--- config.mk ---
export PLATFORM = sky130hd
export DESIGN_NAME = instr_decode_stage_flat
export DESIGN_NICKNAME = d
export VERILOG_FILES = /design/src/rtl/instr_decode_stage_if.sv /design/src/rtl/instr_decode_stage.sv /design/src/flat_wrapper.sv
export SDC_FILE = /design/constraint.sdc
export NUM_CORES = 1
export LEC_CHECK = 0
export ABC_CLOCK_PERIOD_IN_PS = 1800
export CORE_AREA = 3 3 104 106
export CTS_CLUSTER_DIAMETER = 100
export CTS_CLUSTER_SIZE = 10
export DETAILED_ROUTE_END_ITERATION = 12
export DIE_AREA = 0 0 107 109
export GPL_TIMING_DRIVEN = 0
export HOLD_SLACK_MARGIN = 0.03
export PLACE_DENSITY = 0.75
export SLEW_MARGIN = 20
export SYNTH_ARGS = -nofsm -noshare
export SYNTH_HDL_FRONTEND = slang
export SYNTH_SLANG_ARGS = --single-unit
--- constraint.sdc ---
create_clock -name clk -period 1.8 [get_ports clk]
set_input_delay 0.36 -clock clk [delete_from_list [all_inputs] [get_ports clk]]
set_output_delay 0.36 -clock clk [all_outputs]
set_load 0.05 [all_outputs]
--- src/rtl/instr_decode_stage_if.sv ---
// Fetch <-> decode bundle for instr_decode_stage: instruction/address in,
// fetch control and the ID/EX register contents out.
interface instr_decode_stage_if;
    // ins/pc_in are presented every cycle with no valid qualifier. While stall
    // is high, fetch keeps its PC and re-presents the same word (stall_pm).
    // While pc_mux_sel is high, the next address fetch uses is jmp_loc.
    // Neither side applies any other backpressure.
    logic [31:0] ins;
    logic [15:0] pc_in;
    logic        stall;
    logic        stall_pm;
    logic        pc_mux_sel;
    logic [15:0] jmp_loc;
    logic        ex_valid;
    logic [5:0]  ex_op;
    logic [4:0]  ex_rd;
    logic [4:0]  ex_rs1;
    logic [4:0]  ex_rs2;
    logic [15:0] ex_imm;
    logic [15:0] ex_pc;
    logic        ex_wb;
    logic        ex_mem_rd;
    logic        ex_mem_wr;
    logic        dbg_state;

    modport slave (
        input  ins, pc_in,
        output stall, stall_pm, pc_mux_sel, jmp_loc,
        output ex_valid, ex_op, ex_rd, ex_rs1, ex_rs2, ex_imm, ex_pc,
        output ex_wb, ex_mem_rd, ex_mem_wr, dbg_state
    );

    modport master (
        output ins, pc_in,
        input  stall, stall_pm, pc_mux_sel, jmp_loc,
        input  ex_valid, ex_op, ex_rd, ex_rs1, ex_rs2, ex_imm, ex_pc,
        input  ex_wb, ex_mem_rd, ex_mem_wr, dbg_state
    );
endinterface

--- src/rtl/instr_decode_stage.sv ---
// IF/ID + ID/EX decode stage with jump squash and, when ID_LOAD_USE_EN is
// defined, load-use stall/bubble insertion. dbg_state exposes the squash FSM.
module instr_decode_stage #(
    parameter logic [31:0] NOP_WORD = 32'h0000_0000
) (
    input logic              clk,
    input logic              reset,
    instr_decode_stage_if.slave bus
);
    localparam logic [5:0] OP_ALU  = 6'd1;
    localparam logic [5:0] OP_ADDI = 6'd2;
    localparam logic [5:0] OP_LD   = 6'd3;
    localparam logic [5:0] OP_ST   = 6'd4;
    localparam logic [5:0] OP_JMP  = 6'd5;

    typedef enum logic {ST_RUN, ST_SQUASH} state_t;

    state_t      state;
    state_t      state_next;
    logic        squash;

    logic [31:0] id_ins;
    logic [15:0] id_pc;
    logic        id_valid;

    logic [5:0]  id_op;
    logic [4:0]  id_rd;
    logic [4:0]  id_rs1;
    logic [4:0]  id_rs2;
    logic [15:0] id_imm;
    logic        legal;
    logic        slot_live;
    logic        hazard;
    logic        jump;

    logic        ex_valid;
    logic [5:0]  ex_op;
    logic [4:0]  ex_rd;
    logic [4:0]  ex_rs1;
    logic [4:0]  ex_rs2;
    logic [15:0] ex_imm;
    logic [15:0] ex_pc;
    logic        ex_wb;
    logic        ex_mem_rd;
    logic        ex_mem_wr;

    always_comb begin
        id_op     = id_ins[31:26];
        id_rd     = id_ins[25:21];
        id_rs1    = id_ins[20:16];
        id_rs2    = id_ins[15:11];
        id_imm    = id_ins[15:0];
        legal     = (id_op <= OP_JMP);
        slot_live = id_valid && !squash;
    end

`ifdef ID_LOAD_USE_EN
    logic uses_rs1;
    logic uses_rs2;

    always_comb begin
        uses_rs1 = (id_op == OP_ALU) || (id_op == OP_ADDI) ||
                   (id_op == OP_LD)  || (id_op == OP_ST);
        uses_rs2 = (id_op == OP_ALU) || (id_op == OP_ST);
    end

    // Only the registered ID/EX load can collide; r0 is hard-wired and never waits.
    always_comb begin
        hazard = slot_live && ex_valid && ex_mem_rd && (ex_rd != 5'd0) &&
                 ((uses_rs1 && (ex_rd == id_rs1)) ||
                  (uses_rs2 && (ex_rd == id_rs2)));
    end
`else
    assign hazard = 1'b0;
`endif

    assign jump = slot_live && (id_op == OP_JMP) && !hazard;

    // Squash FSM: ST_SQUASH marks that IF/ID holds the killed wrong-path slot.
    always_ff @(posedge clk or negedge reset) begin
        if (!reset) state <= ST_RUN;
        else        state <= state_next;
    end

    always_comb begin
        state_next = ST_RUN;
        case (state)
            ST_RUN:    state_next = jump ? ST_SQUASH : ST_RUN;
            ST_SQUASH: state_next = ST_RUN;
            default:   state_next = ST_RUN;
        endcase
    end

    always_comb begin
        squash = (state == ST_SQUASH);
    end

    // The sequential word arriving alongside a taken jump is dropped here.
    always_ff @(posedge clk or negedge reset) begin
        if (!reset) begin
            id_ins   <= NOP_WORD;
            id_pc    <= 16'h0000;
            id_valid <= 1'b0;
        end else if (hazard) begin
            id_ins   <= id_ins;
            id_pc    <= id_pc;
            id_valid <= id_valid;
        end else if (jump) begin
            id_ins   <= NOP_WORD;
            id_pc    <= 16'h0000;
            id_valid <= 1'b0;
        end else begin
            id_ins   <= bus.ins;
            id_pc    <= bus.pc_in;
            id_valid <= 1'b1;
        end
    end

    always_ff @(posedge clk or negedge reset) begin
        if (!reset) begin
            ex_valid  <= 1'b0;
            ex_op     <= 6'd0;
            ex_rd     <= 5'd0;
            ex_rs1    <= 5'd0;
            ex_rs2    <= 5'd0;
            ex_imm    <= 16'h0000;
            ex_pc     <= 16'h0000;
            ex_wb     <= 1'b0;
            ex_mem_rd <= 1'b0;
            ex_mem_wr <= 1'b0;
        end else if (hazard || !slot_live || !legal) begin
            ex_valid  <= 1'b0;
            ex_op     <= 6'd0;
            ex_rd     <= 5'd0;
            ex_rs1    <= 5'd0;
            ex_rs2    <= 5'd0;
            ex_imm    <= 16'h0000;
            ex_pc     <= 16'h0000;
            ex_wb     <= 1'b0;
            ex_mem_rd <= 1'b0;
            ex_mem_wr <= 1'b0;
        end else begin
            ex_valid  <= 1'b1;
            ex_op     <= id_op;
            ex_rd     <= id_rd;
            ex_rs1    <= id_rs1;
            ex_rs2    <= id_rs2;
            ex_imm    <= id_imm;
            ex_pc     <= id_pc;
            ex_wb     <= (id_op == OP_ALU) || (id_op == OP_ADDI) || (id_op == OP_LD);
            ex_mem_rd <= (id_op == OP_LD);
            ex_mem_wr <= (id_op == OP_ST);
        end
    end

    assign bus.stall      = hazard;
    assign bus.stall_pm   = hazard;
    assign bus.pc_mux_sel = jump;
    assign bus.jmp_loc    = jump ? id_imm : 16'h0000;
    assign bus.ex_valid   = ex_valid;
    assign bus.ex_op      = ex_op;
    assign bus.ex_rd      = ex_rd;
    assign bus.ex_rs1     = ex_rs1;
    assign bus.ex_rs2     = ex_rs2;
    assign bus.ex_imm     = ex_imm;
    assign bus.ex_pc      = ex_pc;
    assign bus.ex_wb      = ex_wb;
    assign bus.ex_mem_rd  = ex_mem_rd;
    assign bus.ex_mem_wr  = ex_mem_wr;
    assign bus.dbg_state  = squash;
endmodule

--- src/flat_wrapper.sv ---
// flat-port wrapper written by rule: the top's interface ports become plain ports
module instr_decode_stage_flat 
#(
    parameter logic [31:0] NOP_WORD = 32'h0000_0000
)
  (clk, reset, bus_ins, bus_pc_in, bus_stall, bus_stall_pm, bus_pc_mux_sel, bus_jmp_loc, bus_ex_valid, bus_ex_op, bus_ex_rd, bus_ex_rs1, bus_ex_rs2, bus_ex_imm, bus_ex_pc, bus_ex_wb, bus_ex_mem_rd, bus_ex_mem_wr, bus_dbg_state);
  instr_decode_stage_if bus_i ();
  input logic clk;
  input logic reset;
  input wire logic [$bits(bus_i.ins)-1:0] bus_ins;
  input wire logic [$bits(bus_i.pc_in)-1:0] bus_pc_in;
  output wire logic [$bits(bus_i.stall)-1:0] bus_stall;
  output wire logic [$bits(bus_i.stall_pm)-1:0] bus_stall_pm;
  output wire logic [$bits(bus_i.pc_mux_sel)-1:0] bus_pc_mux_sel;
  output wire logic [$bits(bus_i.jmp_loc)-1:0] bus_jmp_loc;
  output wire logic [$bits(bus_i.ex_valid)-1:0] bus_ex_valid;
  output wire logic [$bits(bus_i.ex_op)-1:0] bus_ex_op;
  output wire logic [$bits(bus_i.ex_rd)-1:0] bus_ex_rd;
  output wire logic [$bits(bus_i.ex_rs1)-1:0] bus_ex_rs1;
  output wire logic [$bits(bus_i.ex_rs2)-1:0] bus_ex_rs2;
  output wire logic [$bits(bus_i.ex_imm)-1:0] bus_ex_imm;
  output wire logic [$bits(bus_i.ex_pc)-1:0] bus_ex_pc;
  output wire logic [$bits(bus_i.ex_wb)-1:0] bus_ex_wb;
  output wire logic [$bits(bus_i.ex_mem_rd)-1:0] bus_ex_mem_rd;
  output wire logic [$bits(bus_i.ex_mem_wr)-1:0] bus_ex_mem_wr;
  output wire logic [$bits(bus_i.dbg_state)-1:0] bus_dbg_state;
  assign bus_i.ins = bus_ins;
  assign bus_i.pc_in = bus_pc_in;
  assign bus_stall = bus_i.stall;
  assign bus_stall_pm = bus_i.stall_pm;
  assign bus_pc_mux_sel = bus_i.pc_mux_sel;
  assign bus_jmp_loc = bus_i.jmp_loc;
  assign bus_ex_valid = bus_i.ex_valid;
  assign bus_ex_op = bus_i.ex_op;
  assign bus_ex_rd = bus_i.ex_rd;
  assign bus_ex_rs1 = bus_i.ex_rs1;
  assign bus_ex_rs2 = bus_i.ex_rs2;
  assign bus_ex_imm = bus_i.ex_imm;
  assign bus_ex_pc = bus_i.ex_pc;
  assign bus_ex_wb = bus_i.ex_wb;
  assign bus_ex_mem_rd = bus_i.ex_mem_rd;
  assign bus_ex_mem_wr = bus_i.ex_mem_wr;
  assign bus_dbg_state = bus_i.dbg_state;
  instr_decode_stage #(.NOP_WORD(NOP_WORD)) u_core (.clk(clk), .reset(reset), .bus(bus_i));
endmodule
# Word-level counts from Yosys, hierarchy flattened
# Index checks and enable logic that the tools add are counted.
[classes]
order_cmp = 1
eq_ne = 5
mux = 16
n_bitwise = 1
reduce_logical = 8
[ops]
columns = ["cell", "count"]
rows = [
  ["2-to-1 mux 16 bit", 4],
  ["2-to-1 mux 32 bit", 1],
  ["2-to-1 mux 5 bit", 3],
  ["== test 6 x 2 -> 1 bit, second input constant", 2],
  ["== test 6 x 3 -> 1 bit, second input constant", 2],
  ["== test 6 x 1 -> 1 bit, second input constant", 1],
  ["less-or-equal comparator 6 x 3 -> 1 bit, second input constant", 1],
  ["2-to-1 mux 1 bit", 6],
  ["2-to-1 mux 6 bit", 1],
  ["logical NOT 1 bit", 3],
  ["logical OR 1 bit", 3],
  ["logical AND 1 bit", 2],
  ["case mux 1 bit (2 select lines)", 1],
  ["NOT 1 bit", 1],
]
[totals]
ff_bits = 107
output_inout_bits = 77

# Logic depth before layout (Yosys ltp)
# Gate-level depths: netlist of the first run.
[depth]
word_depth = 5
mapped_depth = 5
mapped_depth_nobuf = 2

# Worst setup path after synthesis of the first run
# OpenSTA, ideal clock, no wires.
[synth_path]
kind = "reg-to-output"
start = "register u_core.id_ins[30]"
end = "output bus_jmp_loc[10]"
arrival_time_ns = 1.685
slack_ns = -0.245
stages_incl_launch_ff = 5
n_path_buf = 2
cell_sequence = "dfrtp_1 > nor4b_1 > clkbuf_2 > clkbuf_2 > and3_1"
[synth_between]
elab_chain_cells = 3
[synth_rtl]
columns = ["item", "line_no", "rtl"]
rows = [
  ["from (decl)", "instr_decode_stage.sv:22", "logic [31:0] id_ins;"],
  ["from (signal assigned)", "instr_decode_stage.sv:105", "id_ins <= id_ins;"],
  ["from (signal assigned)", "instr_decode_stage.sv:113", "id_ins <= bus.ins;"],
  ["== test 6 x 3 -> 1 bit", "instr_decode_stage.sv:77", "assign jump = slot_live && (id_op == OP_JMP) && !hazard;"],
  ["logical AND 1 bit", "instr_decode_stage.sv:77", ""],
  ["2-to-1 mux 16 bit", "instr_decode_stage.sv:159", "assign bus.jmp_loc = jump ? id_imm : 16'h0000;"],
  ["to (decl)", "flat_wrapper.sv:15", "output wire logic [$bits(bus_i.jmp_loc)-1:0] bus_jmp_loc;"],
]
# Every way passes these cells.

# Worst setup path after layout of the first run
[layout_path]
start = "register u_core.id_ins[30]"
end = "output bus_jmp_loc[7]"
# The elaborated chain is that of the path after synthesis.

==> flow_summary_export.csv, run 1 <==
group,metric,value,unit
status,outcome,"finished, violations left",
clock_tree,clockBufferDepth,2,
synthesis,ys.flop_type,"dfrtp_1",
timing,fmax,464,MHz
worst_setup_path,startpoint_type,"flip-flop",
worst_hold_path,hp-class,"input port to asynchronous set/reset pin",
flow_run,drv_cap,0,
global_routing,track_usage,16.5,%
synthesis,synthMostInstantiatedCell,"dfrtp_1",
worst_setup_path,arrival,1.80,ns
drt,via_count,2640,
synthesis,synth_common_cells,"dfrtp_1 (102), a21boi_0 (47), nor4b_1 (35)",
layout,area_growth,54.3,%
timing,finalCritPeriodShare,120,%
place,place_area,5260,µm²
place,place_congestion,0.739,
timing,hold_violations,0,
drt,routedWlPerCell,16.5,µm
worst_setup_path,crit_required,1.44,ns
die,io_pins,127,
global_routing,grt_pass1_vias,2759,
clock_tree,cts_tree,"yes",
power,peakVddDrop,0.354,mV
synthesis,synth-seq-cells,102,
clock_tree,clk_latency,0.36,ns
synthesis,synth_cell_type_count,22,
worst_setup_path,path_class,"flip-flop to output port",
die,die_area,11700,µm²
drt,avgViaCountPerCell,4.76,
worst_setup_path,critPathCaptureType,"output port",
drt,drt_wl_total,9160,µm
clock_tree,root_buffer,"clkbuf_8",
status,failed_checks,"setup timing",
layout,fin_nets,467,
die,placementRows,36,
timing,finalCriticalPeriod,2.16,ns
drt,drtIter0Drc,100,
layout,finalInstanceArea,5790,µm²
synthesis,yosys.area.top_type,"dfrtp_1",
layout,antenna_cells,0,
timing,slew_violations,0,
power,power,0.00455,W
timing,tightest_slew,0.542,ns
die,initial_utilization,38.0,%
global_routing,grt_max_degree,79,
worst_setup_path,worstSetupStartpoint,"u_core.id_ins[30]",
die,coreArea,9860,µm²
synthesis,synthArstFlopShare,100,%
timing,fin_ws,-0.356,ns
synthesis,synthTopCellsByArea,"dfrtp_1 (68%), a21boi_0 (9.4%), nor4b_1 (8.2%), nor4b_2 (4.0%), and3_1 (2.7%)",
drt,drcViolationCount,0,
synthesis,avgSynthCellArea,14.3,µm²
layout,fin_cells,555,
synthesis,syn-instance-count,263,
clock_tree,clkTransAtPathRegs,0.11,ns
die,die_h,109,µm
layout,layout-drive-gt1-share,27.7,%
power,power_density,786,nW/µm²
global_routing,grt.overflow.total,0,
clock_tree,cts.htree.levels,3,
die,fp.dieW,107,µm
synthesis,seq_area_frac_synth,68.0,%
worst_setup_path,r2r-start,"u_core.id_ins[30]",
timing,rsz0062_at_grt,"yes",
clock_tree,cts_buffers,9,
synthesis,yosysWarnings,0,
global_routing,grt_pass1_wl,14600,µm
place,dp_hpwl,6240,µm
timing,setup_viol,17,
drt,ant_nets,0,
timing,fin_worst_skew,0.0148,ns
synthesis,synth_top_area_share,68.0,%
place,preCtsSetupSlack,-0.988,ns
worst_setup_path,cp_max_fo,5,
global_routing,antenna_found_initial,0,
place,dp_cells,525,
drt,drt-pass1-iter-count,4,
power,p_leak,2.71,nW
synthesis,synth_edf_count,0,
clock_tree,clock-sinks,102,
synthesis,syn_area,3750,µm²
worst_setup_path,r2r_slack,0.04,ns
layout,fillers,809,
place,port_buffers,124,
timing,maxSlewHeadroom,64.0,%
-- where the power goes --
part           internal (W)  switching, W
clock network      0.000680      0.000842
registers           0.00238     0.0000349
logic              0.000259      0.000357
-- final timing paths --
check / to / cells after the start
min in group clk: u_core.bus.ex_pc[8] / 1
min reg2reg: u_core.bus.ex_pc[8] / 1
min: u_core.bus.ex_pc[7] / 2
max: bus_jmp_loc[7] / 6
max reg2reg: u_core.bus.ex_imm[9] / 4
max in group asynchronous: u_core.id_ins[31] / 3
-- kinds of logic after synthesis --
group	after synthesis	share of synthesized area, %
other cells	1	0.0999
flops	102	68.0
compound gates	48	9.60
buf+inv	37	5.03
simple gates	75	17.2
-- per-layer routing --
metal / GRT usage (%) / share of wire, % / vias up
li1: - / - / 1236
met1: 22.4 / 44 / 1309
met2: 26.3 / 49 / 88
met3: 4.85 / 6.3 / 7
met4: 4.11 / 0.52 / 0
met5: 0 / 0 / -
-- critical path, cell delays in order, from the launching register on --
cell and delay (ns):
dfrtp_1 0.43, nor4b_4 0.27, buf_4 0.17, buf_8 0.11, clkbuf_8 0.14, and3_4 0.18, buf_8 0.14
-- repair_timing --
item,CTS,global route
gates cloned,2,0
pin swaps,8,3
hold buffers,1,0
gates resized for setup,223,28
setup buffers,12,2
endpoints found under the hold margin,24,0
setup endpoints to repair,95,71
-- final cells by class --
cell class	count	area [µm²]	share of cell area, %
buffer	35	253	4.37
clock buffer	9	124	2.14
clock inverter	7	88.8	1.53
multi-input combinational	128	1170	20.2
sequential	102	2560	44.2
tap	133	166	2.87
timing repair buffer	141	1430	24.7
-- sequential cells by signal, summed over array words and instances, names as in the netlist --
register              flops
u_core.bus.dbg_state      1
u_core.bus.ex_imm        12
u_core.bus.ex_mem_rd      1
u_core.bus.ex_mem_wr      1
u_core.bus.ex_op          6
u_core.bus.ex_pc         16
u_core.bus.ex_rd          5
u_core.bus.ex_rs1         5
u_core.bus.ex_rs2         4
u_core.bus.ex_valid       1
u_core.bus.ex_wb          1
u_core.id_ins            32
u_core.id_pc             16
u_core.id_valid           1
-- per-stage QoR --
step / utilization, % / hold slack (ns) / TNS, ns
floorplan: - / 0.0644 / -0.253
detailed placement: 53.3 / 0.231 / -14.91
global placement: 53.0 / 0.509 / -337.51
global route: 58.7 / 0.417 / -7.08
finish: 58.7 / 0.403 / -5.63
CTS: 58.1 / 0.399 / -5.96
-- placed cells by master (no fill, tap or decap), types with 12 or more instances in the layout --
cell / n
dfrtp_1: 98
and3_4: 16
buf_4: 19
a21boi_0: 47
buf_8: 19
dlygate4sd2_1: 57
clkdlybuf4s50_1: 48
clkbuf_8: 12
nor4b_1: 27
nor4b_2: 17
Power figures use the tool's default switching activity.
==> run 2: changes to the inputs <==
--- a/config.mk
+++ b/config.mk
@@ -6,11 +6,11 @@
 export NUM_CORES = 1
 export LEC_CHECK = 0
 export ABC_CLOCK_PERIOD_IN_PS = 1800
-export CORE_AREA = 3 3 104 106
+export CORE_AREA = 2 2 103 105
 export CTS_CLUSTER_DIAMETER = 100
 export CTS_CLUSTER_SIZE = 10
 export DETAILED_ROUTE_END_ITERATION = 12
-export DIE_AREA = 0 0 107 109
+export DIE_AREA = 0 0 105 107
 export GPL_TIMING_DRIVEN = 0
 export HOLD_SLACK_MARGIN = 0.03
 export PLACE_DENSITY = 0.75
==> run 2 against run 1 <==
The run still ends with setup timing left. Clock power shrank 14%. Register-to-register slack better by 0.06 ns. Fmax is 0.22% lower. Flip-flop and latch count is the same. Hold slack improved by 0.051 ns. Largest power group unchanged. Routed wire length shrank 0.67%. Clock skew grew 0.00096 ns. Highest routed layer unchanged. Via count is the same. Global-route usage grew 0.23 points. Critical path depth is 1 lower. Largest cell class unchanged. Combinational power decreased by 0.6%.
==> flow_summary_export.csv, run 2 (synthesis gave the netlist of run 1 again) <==
group,metric,value,unit
place,place_area,5260,µm²
power,peakVddDrop,0.381,mV
place,dp_cells,528,
drt,drt-pass1-iter-count,4,
layout,area_growth,52.3,%
power,p_comb_share,14.2,%
place,port_buffers,124,
worst_hold_path,hp-class,"input port to asynchronous set/reset pin",
place,place_congestion,0.701,
layout,fin_nets,467,
clock_tree,clkTransAtPathRegs,0.10,ns
timing,finalCritPeriodShare,120,%
layout,fin_util,56.6,%
timing,tightest_slew,0.524,ns
layout,finalInstanceArea,5720,µm²
power,pwr-share-clk,30.0,%
drt,drtIter0Drc,81,
layout,antenna_cells,0,
global_routing,grt_pass1_vias,2779,
timing,rsz0062_at_grt,"yes",
clock_tree,clockBufferDepth,2,
power,seqPwrFrac,55.8,%
timing,fin_worst_skew,0.0158,ns
worst_setup_path,arrival,1.80,ns
power,p_int,0.00315,W
timing,finalCriticalPeriod,2.16,ns
power,p_switching,0.00117,W
global_routing,grt_pass1_wl,14500,µm
global_routing,grt_max_degree,71,
layout,largest_reg_flops,32,
clock_tree,cts_buffers,9,
die,fp.dieW,105,µm
die,coreArea,10100,µm²
timing,hold_slack,0.454,ns
timing,slew_violations,0,
worst_setup_path,crit_required,1.44,ns
worst_setup_path,critPathCaptureType,"output port",
clock_tree,clk_latency,0.35,ns
layout,regMostFlops,"u_core.id_ins",
global_routing,antenna_found_initial,0,
power,netSwitchingFraction,27.1,%
timing,fmax,463,MHz
global_routing,grt.overflow.total,0,
layout,fin_cells,558,
status,outcome,"finished, violations left",
worst_setup_path,cp_max_fo,7,
timing,maxSlewHeadroom,65.2,%
global_routing,track_usage,16.7,%
drt,ant_nets,0,
die,die_area,11200,µm²
layout,most-common-layout-cells,"dfrtp_1 (99), dlygate4sd2_1 (58), clkdlybuf4s50_1 (48)",
drt,drcViolationCount,0,
die,initial_utilization,37.2,%
timing,hold_violations,0,
clock_tree,cts.htree.levels,3,
status,failed_checks,"setup timing",
power,p_leak,2.69,nW
worst_setup_path,r2r_slack,0.10,ns
layout,final_common_cell,"dfrtp_1",
clock_tree,root_buffer,"clkbuf_8",
power,power_density,756,nW/µm²
worst_setup_path,startpoint_type,"flip-flop",
layout,layout-drive-gt1-share,27.3,%
die,placementRows,37,
drt,via_count,2640,
drt,drt_wl_total,9100,µm
layout,fillers,917,
clock_tree,cts_tree,"yes",
layout,reg_top3,"u_core.id_ins (32), u_core.bus.ex_pc (16), u_core.id_pc (16)",
drt,routedWlPerCell,16.3,µm
die,die_h,107,µm
worst_setup_path,path_class,"flip-flop to output port",
drt,avgViaCountPerCell,4.73,
place,dp_hpwl,6170,µm
clock_tree,clock-sinks,102,
timing,fin_ws,-0.360,ns
power,power,0.00432,W
flow_run,drv_cap,0,
timing,setup_viol,17,
die,io_pins,127,
==> run 2: worst max-delay path, stage by stage, from the launching register on <==
cell	delay, ns
dfrtp_2	0.44
nor4b_4	0.33
clkbuf_8	0.23
clkbuf_16	0.14
and3_4	0.19
buf_8	0.14
==> run 2: metrics by stage <==
stage | setup WS (ns) | TNS, ns
after global placement | -3.54 | -338.66
final | -0.360 | -5.69
after floorplan | -0.0281 | -0.253
after global routing | -0.444 | -7.04
after detailed placement | -0.965 | -14.83
after CTS | -0.353 | -5.63
==> run 2: path summary, 6_finish.rpt <==
check,startpoint,to,cells past startpoint
hold reg to reg,u_core.id_ins[20],u_core.bus.ex_rs1[4],1
setup / recovery,u_core.id_ins[27],bus_jmp_loc[6],5
setup reg to reg,u_core.id_ins[27],u_core.bus.ex_pc[11],5
max in group asynchronous,reset,u_core.id_ins[31],3
hold / removal,reset,u_core.bus.ex_pc[9],2
min in group clk,u_core.id_ins[20],u_core.bus.ex_rs1[4],1
==> run 2: power groups by stage <==
stage / sequential, W / combinational, W / clock (W)
2_1_floorplan: 0.00256 / 0.000201 / 0
3_3_place_gp: 0.00246 / 0.000574 / 0
3_5_place_dp: 0.00246 / 0.000591 / 0
4_1_cts: 0.00241 / 0.000603 / 0.00133
5_1_grt: 0.00242 / 0.000658 / 0.00144
6_report: 0.00241 / 0.000612 / 0.00130
==> run 2: area by class of cell <==
type	instances	area, µm²	share of cell area [%]
plain buffers	34	248	4.33
clock buffers	10	128	2.23
clock inverters	6	45.0	0.788
multi-input cells	128	1160	20.2
flip-flops and latches	102	2560	44.7
well taps	136	170	2.98
repair buffers	142	1410	24.7
==> run 2: timing repair <==
item	in CTS	in global routing
hold endpoints to repair	32	0
gates resized for setup	212	30
pin swaps	4	2
setup endpoints to repair	95	66
buffers inserted	12	4
gates cloned	1	0
hold buffers	1	0
==> run 2: routing by layer <==
| metal | GRT usage, % | vias to the layer above | routed length [µm] |
|---|---|---|---|
| li1 | - | 1232 | - |
| met2 | 27.9 | 82 | 4570 |
| met1 | 21.4 | 1316 | 3890 |
| met4 | 5.43 | 0 | 161 |
| met3 | 4.32 | 10 | 471 |
| met5 | 0 | - | 0 |
